$ cat src/rtl/alu_md_control_unit.sv
// alu_md_control_unit
//   Base RV32I ALU_Selection decode plus a multi-cycle RV32M sequencer
//   (iterative shift-add multiplier, restoring divider).
//
//   Each M op raises busy_o until its result is ready. When the result is
//   ready, done_o pulses for one cycle and md_result_o holds the result.
//
// Ports
//   clk, rst_n      clock (rising edge), asynchronous active-low reset
//   start_i         EX-stage instruction valid
//   flush_i         abort any in-flight M op
//   ALUOp           00 ld/st/jump, 01 branch, 10 R-format, 11 unused
//   funct3          instruction bits [14:12]
//   Inst_30         instruction bit 30
//   Inst_25         instruction bit 25 (M-extension select)
//   op_a, op_b      rs1 / rs2 values
//   ALU_Selection   base ALU op select:
//                     ADD=0, SUB=1, SLL=2, SLT=3, SLTU=4, XOR=5,
//                     SRL=6, SRA=7, OR=8, AND=9, PASS=10
//   md_sel_o        result mux select, 1 = use md_result_o
//   busy_o          stall request to the pipeline
//   done_o          one-cycle pulse, md_result_o valid
//   md_result_o     registered M-op result
module alu_md_control_unit #(
  parameter int unsigned XLEN     = 32,
  parameter bit          ENABLE_M = 1'b1
) (
  input  logic            clk,
  input  logic            rst_n,
  input  logic            start_i,
  input  logic            flush_i,
  input  logic [1:0]      ALUOp,
  input  logic [2:0]      funct3,
  input  logic            Inst_30,
  input  logic            Inst_25,
  input  logic [XLEN-1:0] op_a,
  input  logic [XLEN-1:0] op_b,
  output logic [3:0]      ALU_Selection,
  output logic            md_sel_o,
  output logic            busy_o,
  output logic            done_o,
  output logic [XLEN-1:0] md_result_o
);

  localparam logic [3:0] AluAdd  = 4'd0;
  localparam logic [3:0] AluSub  = 4'd1;
  localparam logic [3:0] AluSll  = 4'd2;
  localparam logic [3:0] AluSlt  = 4'd3;
  localparam logic [3:0] AluSltu = 4'd4;
  localparam logic [3:0] AluXor  = 4'd5;
  localparam logic [3:0] AluSrl  = 4'd6;
  localparam logic [3:0] AluSra  = 4'd7;
  localparam logic [3:0] AluOr   = 4'd8;
  localparam logic [3:0] AluAnd  = 4'd9;
  localparam logic [3:0] AluPass = 4'd10;

  localparam logic [2:0] F3Mul    = 3'b000;
  localparam logic [2:0] F3Mulh   = 3'b001;
  localparam logic [2:0] F3Mulhsu = 3'b010;
  localparam logic [2:0] F3Mulhu  = 3'b011;
  localparam logic [2:0] F3Div    = 3'b100;
  localparam logic [2:0] F3Divu   = 3'b101;
  localparam logic [2:0] F3Rem    = 3'b110;

  localparam int unsigned   CntW    = $clog2(XLEN);
  localparam logic [CntW-1:0] CntLast = CntW'(XLEN - 1);
  localparam logic [XLEN-1:0] MostNeg = {1'b1, {(XLEN-1){1'b0}}};

  typedef enum logic [1:0] {StIdle, StCalc, StDone} state_e;

  state_e            state_q;
  logic [CntW-1:0]   cnt_q;
  // acc_q: product high word / partial remainder.
  // lo_q:  multiplier shifting out / dividend shifting into quotient.
  logic [XLEN-1:0]   acc_q, lo_q, mcand_q, md_result_q;
  logic [2:0]        f3_q;
  logic              neg_q, done_q;

  logic              m_op;
  logic              accept;

  // ---------------------------------------------------------------------------
  // Base decode
  // ---------------------------------------------------------------------------
  always_comb begin
    m_op          = ENABLE_M && (ALUOp == 2'b10) && Inst_25;
    ALU_Selection = AluPass;
    case (ALUOp)
      2'b00: ALU_Selection = AluAdd;
      2'b01: ALU_Selection = AluSub;
      2'b10: begin
        if (!Inst_25) begin
          case ({Inst_30, funct3})
            4'b0000: ALU_Selection = AluAdd;
            4'b1000: ALU_Selection = AluSub;
            4'b0001: ALU_Selection = AluSll;
            4'b0010: ALU_Selection = AluSlt;
            4'b0011: ALU_Selection = AluSltu;
            4'b0100: ALU_Selection = AluXor;
            4'b0101: ALU_Selection = AluSrl;
            4'b1101: ALU_Selection = AluSra;
            4'b0110: ALU_Selection = AluOr;
            4'b0111: ALU_Selection = AluAnd;
            default: ALU_Selection = AluPass;
          endcase
        end
      end
      default: ALU_Selection = AluPass;
    endcase
  end

  assign md_sel_o = m_op;
  assign accept   = (state_q == StIdle) && start_i && m_op && !flush_i;
  // The combinational term stalls in the same cycle the instruction arrives.
  assign busy_o   = accept || (state_q == StCalc);

  // ---------------------------------------------------------------------------
  // Operand preparation (sampled only when accept is high)
  // ---------------------------------------------------------------------------
  logic            signed_a, signed_b, a_neg, b_neg, res_neg;
  logic [XLEN-1:0] a_mag, b_mag;
  logic            div_zero, div_ovf;
  logic [XLEN-1:0] special_res;

  always_comb begin
    signed_a = (funct3 == F3Mulh) || (funct3 == F3Mulhsu) ||
               (funct3 == F3Div)  || (funct3 == F3Rem);
    signed_b = (funct3 == F3Mulh) || (funct3 == F3Div) || (funct3 == F3Rem);
    a_neg    = signed_a && op_a[XLEN-1];
    b_neg    = signed_b && op_b[XLEN-1];
    a_mag    = a_neg ? -op_a : op_a;
    b_mag    = b_neg ? -op_b : op_b;
    // Remainder follows the dividend; everything else uses sign(a) xor sign(b).
    res_neg  = (funct3 == F3Rem) ? a_neg : (a_neg ^ b_neg);
    div_zero = funct3[2] && (op_b == '0);
    div_ovf  = ((funct3 == F3Div) || (funct3 == F3Rem)) &&
               (op_a == MostNeg) && (op_b == '1);
    // funct3[1] distinguishes REM/REMU from DIV/DIVU.
    if (div_zero) begin
      special_res = funct3[1] ? op_a : '1;
    end else begin
      special_res = funct3[1] ? '0 : op_a;
    end
  end

  // ---------------------------------------------------------------------------
  // One iteration of multiply or divide, plus the final sign-corrected result
  // ---------------------------------------------------------------------------
  logic [XLEN:0]     mul_sum, div_shift, div_diff;
  logic              div_ge;
  logic [XLEN-1:0]   acc_n, lo_n;
  logic [2*XLEN-1:0] prod, prod_s;
  logic [XLEN-1:0]   calc_res;

  always_comb begin
    mul_sum   = {1'b0, acc_q} + (lo_q[0] ? {1'b0, mcand_q} : '0);
    div_shift = {acc_q, lo_q[XLEN-1]};
    div_diff  = div_shift - {1'b0, mcand_q};
    // Partial remainder is always below the divisor, so the shifted value fits
    // in XLEN+1 bits and the top bit of the difference is a clean borrow.
    div_ge    = !div_diff[XLEN];
    if (f3_q[2]) begin
      acc_n = div_ge ? div_diff[XLEN-1:0] : div_shift[XLEN-1:0];
      lo_n  = {lo_q[XLEN-2:0], div_ge};
    end else begin
      acc_n = mul_sum[XLEN:1];
      lo_n  = {mul_sum[0], lo_q[XLEN-1:1]};
    end

    prod   = {acc_n, lo_n};
    prod_s = neg_q ? -prod : prod;
    case (f3_q)
      F3Mul:                       calc_res = lo_n;
      F3Mulh, F3Mulhsu, F3Mulhu:   calc_res = prod_s[2*XLEN-1:XLEN];
      F3Div, F3Divu:               calc_res = neg_q ? -lo_n : lo_n;
      default:                     calc_res = neg_q ? -acc_n : acc_n;
    endcase
  end

  // ---------------------------------------------------------------------------
  // Sequencer
  // ---------------------------------------------------------------------------
  always_ff @(posedge clk or negedge rst_n) begin
    if (!rst_n) begin
      state_q     <= StIdle;
      cnt_q       <= '0;
      acc_q       <= '0;
      lo_q        <= '0;
      mcand_q     <= '0;
      f3_q        <= '0;
      neg_q       <= 1'b0;
      md_result_q <= '0;
      done_q      <= 1'b0;
    end else begin
      done_q <= 1'b0;
      case (state_q)
        StIdle: begin
          if (accept) begin
            f3_q  <= funct3;
            neg_q <= res_neg;
            cnt_q <= '0;
            acc_q <= '0;
            if (funct3[2]) begin
              mcand_q <= b_mag;
              lo_q    <= a_mag;
            end else begin
              mcand_q <= a_mag;
              lo_q    <= b_mag;
            end
            if (div_zero || div_ovf) begin
              md_result_q <= special_res;
              done_q      <= 1'b1;
              state_q     <= StDone;
            end else begin
              state_q <= StCalc;
            end
          end
        end
        StCalc: begin
          if (flush_i) begin
            state_q <= StIdle;
          end else begin
            acc_q <= acc_n;
            lo_q  <= lo_n;
            cnt_q <= cnt_q + CntW'(1);
            if (cnt_q == CntLast) begin
              md_result_q <= calc_res;
              done_q      <= 1'b1;
              state_q     <= StDone;
            end
          end
        end
        StDone:  state_q <= StIdle;
        default: state_q <= StIdle;
      endcase
    end
  end

  assign done_o      = done_q;
  assign md_result_o = md_result_q;

endmodule

$ cat config.mk
export PLATFORM = sky130hd
export DESIGN_NAME = alu_md_control_unit
export DESIGN_NICKNAME = d
export VERILOG_FILES = /design/src/rtl/alu_md_control_unit.sv
export SDC_FILE = /design/constraint.sdc
export NUM_CORES = 1
export LEC_CHECK = 0
export ABC_AREA = 1
export CELL_PAD_IN_SITES_DETAIL_PLACEMENT = 1
export CELL_PAD_IN_SITES_GLOBAL_PLACEMENT = 1
export CORE_MARGIN = 4
export CORE_UTILIZATION = 43
export DETAILED_ROUTE_END_ITERATION = 12
export PLACE_DENSITY = 0.82
export SETUP_SLACK_MARGIN = 0.1
export SYNTH_ARGS = -nofsm -noshare
export SYNTH_HDL_FRONTEND = slang
export SYNTH_SLANG_ARGS = --single-unit
$ cat constraint.sdc
create_clock -name clk -period 4.65 [get_ports clk]
set_clock_uncertainty 0.05 [all_clocks]
set_input_delay 0.93 -clock clk [delete_from_list [all_inputs] [get_ports clk]]
set_output_delay 0.93 -clock clk [all_outputs]
set_load 0.02 [all_outputs]
==> flow_summary.yaml, run 1 <==
global_routing:
  grt_usage_pct: 42.03
  grt_antenna_before_repair: 5
  grt_first_pass_wirelength_um: 143200
  grt_pass1_vias: 23190
  grt_overflow: 0
  grt_max_degree: 78
setup_path:
  r2r_end: "md_result_o[31]"
  ff2ff_setup_slack_ns: 0.16
  r2r_cells: 25
  worstSetupPathType: "flip-flop to flip-flop"
  crit_required_ns: 4.96
  cp-start-kind: "flip-flop"
  cp_max_fo: 25
  r2r-start: "lo_q[0]"
  worstSetupEndpointType: "flip-flop"
  crit_arrival_ns: 4.80
detailed_routing:
  vias: 23180
  via_per_inst: 6.109
  antenna_left: 0
  dr.pass1.iters: 6
  drtIter0Drc: 2305
  wire_per_inst_um: 26.15
  wl_um: 99220
  drc: 0
yosys:
  yosysWarnings: 0
  synth_compound_area_share_pct: 20.01
  synth.top_cell.area_share_pct: 19.24
  yosysTopAreaCell: "dfrtp_1"
  ys.flop_type: "dfrtp_1"
  synth_seq_cells: 140
  syn_avg_cell_area_um2: 5.884
  syn-cell-area_um2: 18210
  synthXorXnorAreaFrac_pct: 4.233
  synth_edf_count: 0
  synth_fa_ha_area_share_pct: 5.512
  synthSimpleGateAreaFrac_pct: 39.06
  synth_top_family_by_area: "simple AND/OR/NAND/NOR gates"
  yosys.cell_types.count: 61
  synth_mux_area_share_pct: 0
  syn_inst: 3094
  syn-num-nets: 3248
  yosysSeqAreaShare_pct: 19.24
  synth.area.top_cells: "dfrtp_1, nand2_1, inv_1, nor2_1, nand3_1"
  ys_async_sr_fraction_pct: 100.0
layout:
  multi_input_area_um2: 12880
  fin_util_pct: 51.18
  drive_gt1_share_pct: 12.12
  fillCellCount: 5842
  syn_to_final_growth_pct: 17.91
  nNetsFinal: 3393
  regArea_um2: 3515
cts:
  cts_made_buffers: 17
  cts_tree: "yes"
  root_buffer: "clkbuf_16"
  clock_latency_ns: 0.50
  clock_path_buffers: 2
  cts.clk_slew.worst_paths_ns: 0.07
  htreeDepth: 4
  clock-sinks: 140
status:
  outcome: "complete, no violations"
die:
  core_area_um2: 41950
  start_util_pct: 43.40
  rows: 75
  design.die.area_um2: 45700
  dieHeight_um: 213.8
  die_width_um: 213.8
  io_pins: 114
timing:
  setup_viol: 0
  worst_pin_slew_ns: 0.9671
  hold_viol: 0
  fin_crit_sh_pct: 96.53
  max_freq_ghz: 0.2228
  max-slew-margin-rel_pct: 35.53
  fin_crit_ns: 4.488
  final_max_slew_viol_count: 0
placed_design:
  place_congestion: 1.032
  dp_hpwl_um: 79150
  io_buffers: 113
worst_hold_path:
  hp-class: "primary input to asynchronous set/reset pin"
job:
  drv_cap: 0
-- flip-flops by register name, summed over array words and instances (netlist names) --
register / count
f3_q: 3
lo_q: 32
done_o: 1
cnt_q: 5
neg_q: 1
md_result_o: 32
acc_q: 32
mcand_q: 32
state_q: 2
-- cell families (layout without fill, tap and decap cells) --
family	Yosys count	count (layout)
other	0	3
xor gates and xnor gates	88	88
DFF	140	140
buffers and inverters	555	713
AOI/OAI and AO/OA	613	613
adders and majority gates	79	79
and+or+nand+nor	1619	1619
-- final cells by class --
class / instances / area share [%]
clock inverters: 12 / 0.8743
inverters: 444 / 7.775
multi-input cells: 2399 / 59.98
flip-flops and latches: 140 / 16.37
repair buffers: 237 / 9.786
clock buffers: 20 / 2.034
diodes: 3 / 0.03497
well taps: 539 / 3.142
-- layer usage --
| layer | GRT usage (%) | routed length, µm |
|---|---|---|
| met1 | 47.96 | 35760 |
| met2 | 67.62 | 44910 |
| met3 | 11.24 | 9344 |
| met4 | 31.14 | 9185 |
| met5 | 0 | 21 |
-- through the flow --
stage / TNS (ns) / area, µm² / setup WS, ns / hold WS [ns] / instances
floorplan: 0 / 18210 / 0.4234 / 0.4040 / 3094
global placement: 0 / 20350 / 0.1395 / 0.4247 / 3738
detailed placement: -0.07115 / 20350 / -0.05666 / 0.4333 / 3738
CTS: 0 / 21000 / 0.1180 / 0.4565 / 3772
global route: -0.01045 / 21460 / -0.01045 / 0.4907 / 3791
finish: 0 / 21470 / 0.1616 / 0.4573 / 3794
-- critical path, stage by stage (launching register included) --
cell      delay (ns)
dfrtp_2         0.50
buf_12          0.20
nand2_1         0.26
inv_1           0.14
ha_1            0.45
nand2_1         0.16
nor2_1          0.17
inv_1           0.09
nor2_1          0.09
inv_1           0.06
nor3_1          0.13
nand2_1         0.13
a21oi_1         0.21
nor2_1          0.10
a21oi_4         0.24
nand2_1         0.11
nor2_1          0.20
nand2_1         0.08
nor2_1          0.10
nand2_1         0.11
nand2_1         0.10
nand2_1         0.07
nand3_1         0.11
nand2_1         0.15
o21bai_1        0.24
nand2_1         0.08
-- timing repair --
item / in CTS / in global routing
buffers inserted: 2 / 19
pin swaps: 3 / 21
gates resized for setup: 6 / 69
hold buffers: 0 / 0
endpoints found under the setup margin: 13 / 29
-- synth_stat cells (7+ instances only) --
library cell / instances
o221ai_1: 23
nor2_1: 328
o22ai_1: 26
a21o_1: 9
nor2_4: 7
ha_1: 77
o21ai_1: 22
nand3b_1: 13
nand2_1: 838
nor4_1: 7
a21oi_2: 17
xnor2_1: 22
buf_2: 14
nand4_1: 39
a31oi_1: 25
a21oi_1: 186
nor2_2: 20
inv_2: 22
o21ai_0: 201
nor3_1: 41
o211ai_1: 23
inv_1: 421
o21ai_2: 9
nand2_4: 8
nand3_2: 16
buf_1: 8
o21bai_1: 16
a22oi_1: 17
clkbuf_1: 78
dfrtp_1: 140
nand2_2: 65
a211oi_1: 15
nand3_1: 214
xor2_1: 66
-- cells in the final DEF (no fill, tap or decap), types with 13 or more instances in the layout --
| master | count |
|---|---|
| nand3_1 | 211 |
| clkbuf_16 | 17 |
| xnor2_1 | 22 |
| o21ai_0 | 196 |
| inv_2 | 28 |
| nor2_2 | 22 |
| a21oi_1 | 182 |
| ha_1 | 64 |
| nand4_1 | 39 |
| o21bai_1 | 15 |
| a21oi_2 | 19 |
| o21ai_1 | 23 |
| inv_1 | 414 |
| a31oi_1 | 25 |
| o221ai_1 | 23 |
| dfrtp_1 | 133 |
| nand2_1 | 828 |
| o211ai_1 | 23 |
| a211oi_1 | 15 |
| nand2_2 | 71 |
| nor2_1 | 323 |
| nand3_2 | 15 |
| xor2_1 | 66 |
| nand3b_1 | 13 |
| o22ai_1 | 26 |
| buf_4 | 121 |
| nor3_1 | 41 |
| a22oi_1 | 17 |
| clkdlybuf4s50_1 | 112 |
-- worst max-delay path by stage --
| stage | cells past startpoint | endpoint | slack, ns | from |
|---|---|---|---|---|
| floorplan | 32 | md_result_o[30] | 0.42 | lo_q[31] |
| global placement | 31 | md_result_o[2] | 0.14 | lo_q[31] |
| detailed placement | 31 | md_result_o[2] | -0.06 | lo_q[31] |
| CTS | 32 | md_result_o[6] | 0.12 | lo_q[31] |
| global route | 25 | md_result_o[31] | -0.01 | lo_q[0] |
| finish | 25 | md_result_o[31] | 0.16 | lo_q[0] |
Power of run 1 is not shown: default switching activity piles up to over one toggle a cycle in this logic, so the estimate is an artifact.
==> run 2: changes to the inputs <==
SLEW_MARGIN = 20   (was not set)
==> results of run 2 <==
Final layout, timing and power as in run 1 (identical DEF).
Power of run 2 is left out for the same reason.
